**src/rtl/rv32i_instr_encoder.sv**
```systemverilog
// Symbolic RV32I instruction -> machine word encoder with IM address tagging.
// One registered output stage (1-cycle latency); in_ready = ~out_valid | out_ready.
module rv32i_instr_encoder #(
  parameter int                ADDR_W    = 32,
  parameter logic [ADDR_W-1:0] BASE_ADDR = '0
) (
  input  logic              clk,
  input  logic              rstn,
  input  logic              clear,
  input  logic              in_valid,
  output logic              in_ready,
  input  logic [4:0]        in_mnem,
  input  logic [4:0]        in_rd,
  input  logic [4:0]        in_rs1,
  input  logic [4:0]        in_rs2,
  input  logic [31:0]       in_imm,
  output logic              out_valid,
  input  logic              out_ready,
  output logic [31:0]       out_instr,
  output logic [ADDR_W-1:0] out_addr,
  output logic              err_valid,
  output logic [1:0]        err_code,
  output logic [15:0]       instr_count
);

  typedef enum logic [4:0] {
    M_ADD  = 5'd0,  M_SUB   = 5'd1,  M_XOR  = 5'd2,  M_OR   = 5'd3,
    M_AND  = 5'd4,  M_SLL   = 5'd5,  M_SRL  = 5'd6,  M_SRA  = 5'd7,
    M_SLT  = 5'd8,  M_SLTU  = 5'd9,  M_ADDI = 5'd10, M_XORI = 5'd11,
    M_ORI  = 5'd12, M_ANDI  = 5'd13, M_SLTI = 5'd14, M_SLTIU = 5'd15,
    M_LW   = 5'd16, M_SW    = 5'd17, M_BEQ  = 5'd18, M_LUI  = 5'd19,
    M_JAL  = 5'd20
  } mnem_e;

  localparam logic [6:0] OP_R    = 7'b0110011;
  localparam logic [6:0] OP_I    = 7'b0010011;
  localparam logic [6:0] OP_LOAD = 7'b0000011;
  localparam logic [6:0] OP_STORE= 7'b0100011;
  localparam logic [6:0] OP_BR   = 7'b1100011;
  localparam logic [6:0] OP_LUI  = 7'b0110111;
  localparam logic [6:0] OP_JAL  = 7'b1101111;

  logic              out_valid_q, out_valid_d;
  logic [31:0]       out_instr_q, out_instr_d;
  logic [ADDR_W-1:0] addr_q, addr_d;
  logic              err_valid_q, err_valid_d;
  logic [1:0]        err_code_q, err_code_d;
  logic [15:0]       count_q, count_d;

  logic [31:0]       enc;
  logic [1:0]        chk_code;
  logic              illegal, range_bad, misalign;
  logic signed [31:0] simm;
  logic              accept_in, out_fire, load;

  assign simm = $signed(in_imm);

  // Checks in priority order: illegal mnemonic, then range, then alignment.
  always_comb begin
    illegal   = (in_mnem > M_JAL);
    range_bad = 1'b0;
    misalign  = 1'b0;
    if (!illegal) begin
      if (in_mnem >= M_ADDI && in_mnem <= M_SW) begin
        range_bad = (simm < -32'sd2048) || (simm > 32'sd2047);
      end else if (in_mnem == M_BEQ) begin
        range_bad = (simm < -32'sd4096) || (simm > 32'sd4094);
        misalign  = in_imm[0];
      end else if (in_mnem == M_JAL) begin
        range_bad = (simm < -32'sd1048576) || (simm > 32'sd1048574);
        misalign  = in_imm[0];
      end else if (in_mnem == M_LUI) begin
        range_bad = (in_imm[31:20] != 12'd0);
      end
    end
    if (illegal)        chk_code = 2'd1;
    else if (range_bad) chk_code = 2'd2;
    else if (misalign)  chk_code = 2'd3;
    else                chk_code = 2'd0;
  end

  always_comb begin
    enc = 32'd0;
    case (in_mnem)
      M_ADD:   enc = {7'b0000000, in_rs2, in_rs1, 3'b000, in_rd, OP_R};
      M_SUB:   enc = {7'b0100000, in_rs2, in_rs1, 3'b000, in_rd, OP_R};
      M_SLL:   enc = {7'b0000000, in_rs2, in_rs1, 3'b001, in_rd, OP_R};
      M_SLT:   enc = {7'b0000000, in_rs2, in_rs1, 3'b010, in_rd, OP_R};
      M_SLTU:  enc = {7'b0000000, in_rs2, in_rs1, 3'b011, in_rd, OP_R};
      M_XOR:   enc = {7'b0000000, in_rs2, in_rs1, 3'b100, in_rd, OP_R};
      M_SRL:   enc = {7'b0000000, in_rs2, in_rs1, 3'b101, in_rd, OP_R};
      M_SRA:   enc = {7'b0100000, in_rs2, in_rs1, 3'b101, in_rd, OP_R};
      M_OR:    enc = {7'b0000000, in_rs2, in_rs1, 3'b110, in_rd, OP_R};
      M_AND:   enc = {7'b0000000, in_rs2, in_rs1, 3'b111, in_rd, OP_R};
      M_ADDI:  enc = {in_imm[11:0], in_rs1, 3'b000, in_rd, OP_I};
      M_SLTI:  enc = {in_imm[11:0], in_rs1, 3'b010, in_rd, OP_I};
      M_SLTIU: enc = {in_imm[11:0], in_rs1, 3'b011, in_rd, OP_I};
      M_XORI:  enc = {in_imm[11:0], in_rs1, 3'b100, in_rd, OP_I};
      M_ORI:   enc = {in_imm[11:0], in_rs1, 3'b110, in_rd, OP_I};
      M_ANDI:  enc = {in_imm[11:0], in_rs1, 3'b111, in_rd, OP_I};
      M_LW:    enc = {in_imm[11:0], in_rs1, 3'b010, in_rd, OP_LOAD};
      M_SW:    enc = {in_imm[11:5], in_rs2, in_rs1, 3'b010, in_imm[4:0], OP_STORE};
      M_BEQ:   enc = {in_imm[12], in_imm[10:5], in_rs2, in_rs1, 3'b000,
                      in_imm[4:1], in_imm[11], OP_BR};
      M_LUI:   enc = {in_imm[19:0], in_rd, OP_LUI};
      M_JAL:   enc = {in_imm[20], in_imm[10:1], in_imm[11], in_imm[19:12], in_rd, OP_JAL};
      default: enc = 32'd0;
    endcase
  end

  // clear blocks the input handshake so a simultaneous request is never lost silently.
  assign in_ready  = ~clear & (~out_valid_q | out_ready);
  assign accept_in = in_valid & in_ready;
  assign out_fire  = out_valid_q & out_ready;
  assign load      = accept_in & (chk_code == 2'd0);

  always_comb begin
    out_valid_d = out_valid_q;
    out_instr_d = out_instr_q;
    addr_d      = addr_q;
    err_valid_d = 1'b0;
    err_code_d  = err_code_q;
    count_d     = count_q;
    if (clear) begin
      out_valid_d = 1'b0;
      addr_d      = BASE_ADDR;
      count_d     = 16'd0;
    end else begin
      if (out_fire) begin
        addr_d  = addr_q + ADDR_W'(4);
        count_d = count_q + 16'd1;
      end
      out_valid_d = load | (out_valid_q & ~out_ready);
      if (load) out_instr_d = enc;
      if (accept_in && chk_code != 2'd0) begin
        err_valid_d = 1'b1;
        err_code_d  = chk_code;
      end
    end
  end

  always_ff @(posedge clk or negedge rstn) begin
    if (!rstn) begin
      out_valid_q <= 1'b0;
      out_instr_q <= 32'd0;
      addr_q      <= BASE_ADDR;
      err_valid_q <= 1'b0;
      err_code_q  <= 2'd0;
      count_q     <= 16'd0;
    end else begin
      out_valid_q <= out_valid_d;
      out_instr_q <= out_instr_d;
      addr_q      <= addr_d;
      err_valid_q <= err_valid_d;
      err_code_q  <= err_code_d;
      count_q     <= count_d;
    end
  end

  assign out_valid   = out_valid_q;
  assign out_instr   = out_instr_q;
  assign out_addr    = addr_q;
  assign err_valid   = err_valid_q;
  assign err_code    = err_code_q;
  assign instr_count = count_q;

endmodule

```
**config.mk**
```make
export PLATFORM = sky130hd
export DESIGN_NAME = rv32i_instr_encoder
export DESIGN_NICKNAME = d
export VERILOG_FILES = /design/src/rtl/rv32i_instr_encoder.sv
export SDC_FILE = /design/constraint.sdc
export NUM_CORES = 1
export LEC_CHECK = 0
export CORE_MARGIN = 8
export CORE_UTILIZATION = 25
export DETAILED_ROUTE_END_ITERATION = 6
export SYNTH_ARGS = -nofsm -noshare
export SYNTH_HDL_FRONTEND = slang
export SYNTH_SLANG_ARGS = --single-unit
```
**constraint.sdc**
```tcl
create_clock -name clk -period 2.3 [get_ports clk]
set_clock_uncertainty 0.15 [all_clocks]
set_input_delay 0.46 -clock clk [delete_from_list [all_inputs] [get_ports clk]]
set_output_delay 0.46 -clock clk [all_outputs]
set_load 0.03 [all_outputs]
```
==> metrics.json <==
{
  "layout.cell_area.non_filler": {"value": 7330, "unit": "um2"},
  "max_slew_margin": {"value": 0.641},
  "netlist_instances": {"value": 455},
  "drive_gt1_frac": {"value": 0.270},
  "grt_setup_unrepaired": {"value": "yes"},
  "worst_path_most_repeated_cell": {"value": "buf_6"},
  "worstHoldPathType": {"value": "reg2reg"},
  "fin_ws": {"value": -0.353, "unit": "ns"},
  "timing.max_cap.violations": {"value": 0},
  "critPathSlowestCell": {"value": "or4_4"},
  "final_min_period_over_clock_period": {"value": 1.15},
  "crit_fanout": {"value": 7},
  "synth.avg_cell_area": {"value": 9.61, "unit": "um2"},
  "post_drt_wl_per_cell": {"value": 17.3, "unit": "um"},
  "grt.overflow.total": {"value": 0},
  "timing.final.crit_period": {"value": 2.65, "unit": "ns"},
  "ant_nets": {"value": 0},
  "finalNetCount": {"value": 743},
  "synth_area_leaders": {"value": "dfrtp_1 46%, xor2_1 6.4%, mux2_1 4.9%"},
  "dp_cells": {"value": 881},
  "clockRootBuffer": {"value": "clkbuf_16"},
  "die_area": {"value": 22000, "unit": "um2"},
  "floorplan.die.height": {"value": 148, "unit": "um"},
  "maximum_ir_drop_on_the_vdd_rail": {"value": 0.369, "unit": "mV"},
  "yosys_warnings": {"value": 0},
  "grt_max_degree": {"value": 48},
  "worst_r2r_endpoint": {"value": "out_addr[31]"},
  "antenna-diode-count": {"value": 0},
  "async_flop_share": {"value": 1.00},
  "place_congestion": {"value": 0.924},
  "critical_path.reg2reg.startpoint": {"value": "out_addr[9]"},
  "sequential_fraction_of_the_synthesis_area": {"value": 0.463},
  "track_usage": {"value": 0.144},
  "powerDensity": {"value": 632, "unit": "nW/um2"},
  "cts.htree.levels": {"value": 3},
  "dpl_worst_slack": {"value": -1.01, "unit": "ns"},
  "core-area": {"value": 17200, "unit": "um2"},
  "synth_edf_count": {"value": 0},
  "crit_path_start": {"value": "in_imm[17]"},
  "netlist_area": {"value": 4370, "unit": "um2"},
  "die_width": {"value": 148, "unit": "um"},
  "routed_via_density": {"value": 4.79},
  "tritoncts_clock_tree": {"value": "built"},
  "ys_seq_elements": {"value": 81},
  "placed_cell_area": {"value": 6600, "unit": "um2"},
  "setup_viol_count_final": {"value": 31},
  "clk-insertion-delay-late": {"value": 0.34, "unit": "ns"},
  "violations_in_the_final_reports": {"value": "setup timing"},
  "dr.first_iter.drc_count": {"value": 225},
  "global_route_wire_length_before_repair": {"value": 25500, "unit": "um"},
  "syn2layout_area_growth": {"value": 67.7, "unit": "%"},
  "fillCellCount": {"value": 1655},
  "crit_path_cell_trace": {"value": "buf_6 > or4_4 > o31a_1 > a221o_1 > o211ai_2 > and3_4 > buf_6 > buf_12 > mux2_4"},
  "numClockSinks": {"value": 81},
  "cell_rows": {"value": 48},
  "drt_pre_antenna_iters": {"value": 5},
  "post_layout_nonfiller_instances": {"value": 914},
  "synth_top_area_frac": {"value": 0.463},
  "timing.final.max_slew_violations": {"value": 0},
  "tritoncts.num_buffers": {"value": 9},
  "place_hpwl": {"value": 12000, "unit": "um"},
  "cp_data_required_time": {"value": 2.36, "unit": "ns"},
  "category_of_the_worst_setup_path_launch_point": {"value": "input pin"},
  "ioPinCount": {"value": 142},
  "r2r_setup_slack": {"value": 0.14, "unit": "ns"},
  "clk_pin_slew": {"value": 0.06, "unit": "ns"},
  "total_count_of_hold_check_failures_in_the_final_report": {"value": 0},
  "synth_area_leader_cell": {"value": "dfrtp_1"},
  "synth_flop_cell": {"value": "dfrtp_1"},
  "initial_antenna_violation_count": {"value": 0},
  "worst-r2r-cell-count": {"value": 8},
  "cts.path.max_buffers": {"value": 2},
  "leakagePower": {"value": 3.14, "unit": "nW"},
  "route.final.wire_length": {"value": 15800, "unit": "um"},
  "synth.lib_cells_used.distinct": {"value": 53},
  "critPathKind": {"value": "in2reg"},
  "arrival": {"value": 2.71, "unit": "ns"},
  "run_status": {"value": "complete, but fails checks"},
  "floorplan.initialDensity": {"value": 0.255},
  "vias_in_the_first_global_route": {"value": 4645},
  "critical_path.endpoint_type": {"value": "flop"},
  "route.detailed.drc": {"value": 0},
  "num_vias": {"value": 4374},
  "fmax": {"value": 0.377, "unit": "GHz"},
  "count_of_input_and_output_buffers": {"value": 139},
  "tightestPinTransition": {"value": 0.534, "unit": "ns"},
  "timing.critical_path.to": {"value": "out_instr[9]"},
  "cp_slowest_stage_delay": {"value": 0.53, "unit": "ns"}
}
-- synth_stat cells, types with 3 or more instances --
cell and count:
dfrtp_1 81, nor2_1 57, nand2_1 41, xor2_1 32, nand4_1 20, a21oi_1 19
mux2_1 19, nand3_1 17, o21ai_0 15, clkbuf_1 13, inv_1 12, a222oi_1 10
a22o_1 10, mux2i_1 10, xnor2_1 10, nor2b_1 8, nor3_1 8, and3_1 7
nand2b_1 7, nor4_1 6, buf_4 4, and2_1 3, buf_1 3, buf_6 3
or3_1 3, or4_1 3
-- worst max-delay path: cells and delay by family --
family                 cells  cell delay [ns]
AO/OA/AOI/OAI              3             0.82
AND/OR/NAND/NOR            2             0.77
multiplexers               1             0.30
buffers and inverters      3             0.37
-- logic make-up (layout without fill, tap and decap cells) --
group                      count (synthesis)  count (layout)  share of synthesized area
AOI/OAI and AO/OA                         73              73                      0.119
xor gates and xnor gates                  42              42                     0.0841
adders and majority gates                  3               3                    0.00801
buffers and inverters                     37             270                     0.0409
DFF                                       81              81                      0.463
muxes                                     30              30                     0.0744
other                                      1               2                   0.000857
and+or+nand+nor                          188             188                      0.210
-- final cells by class --
cell class	count	area (um2)	area share
Tap cell	225	282	0.0384
Sequential cell	81	2030	0.276
Clock inverter	6	114	0.0155
Inverter	12	45.0	0.00614
Clock buffer	10	239	0.0326
Multi-Input combinational cell	338	2400	0.327
Timing Repair Buffer	242	2230	0.304
-- worst min-delay path by stage --
stage                             start            end  slack [ns]  cells after the start
after floorplan                    rstn    err_code[0]        0.01                      0
after global placement             rstn   out_addr[16]        0.32                      1
after detailed placement           rstn   out_addr[16]        0.33                      1
final                      out_instr[1]   out_instr[1]        0.35                      1
after CTS                  out_instr[1]   out_instr[1]        0.37                      1
after global routing      out_instr[26]  out_instr[26]        0.38                      1
-- per-stage QoR --
step / hold WS [ns] / total power, mW / utilization / TNS, ns
3_5_place_dp: 0.327 / 2.86 / 0.384 / -36.68
3_3_place_gp: 0.316 / 2.84 / 0.384 / -34.84
4_1_cts: 0.365 / 4.70 / 0.421 / -8.93
2_1_floorplan: 0.0144 / 2.21 / - / -12.96
5_1_grt: 0.375 / 4.84 / 0.427 / -10.18
6_report: 0.354 / 4.64 / 0.427 / -9.27
-- metal layers --
metal | wire (um) | global-route usage | up-vias
li1 | - | - | 2076
met3 | 1150 | 0.0474 | 19
met2 | 7420 | 0.234 | 148
met5 | 0 | 0 | -
met4 | 233 | 0.0439 | 0
met1 | 7030 | 0.177 | 2131
-- sequential cells by signal (all words and copies together) (netlist names) --
register and count:
out_instr 31, out_valid 1, err_valid 1, out_addr 30
err_code 2, instr_count 16
-- where the power goes --
group	leakage [nW]	internal, mW	switching, mW
Combinational	1.89	0.620	0.658
Clock	0.165	1.09	0.612
Sequential	1.08	1.56	0.0871
-- repair_timing --
| action | CTS | global route |
|---|---|---|
| setup buffers | 12 | 5 |
| endpoints found under the hold margin | 37 | 0 |
| pin swaps | 13 | 10 |
| gates cloned | 1 | 0 |
| hold buffers | 1 | 0 |
| gates resized for setup | 122 | 24 |
| setup endpoints to repair | 36 | 43 |
-- cells in the final DEF, fill, tap and decap left out, drive strengths merged, types with 8 or more instances in the layout --
cell	instances
buf	117
a22o	10
nor2b	8
inv	13
xnor2	10
nor3	8
nand3	17
nand4	20
mux2i	10
clkbuf	13
mux2	20
a222oi	10
nand2	41
o21ai	15
nor2	57
dfrtp	81
xor2	32
a21oi	19
clkdlybuf4s50	110
No activity file was read; power rests on OpenSTA's default activity.
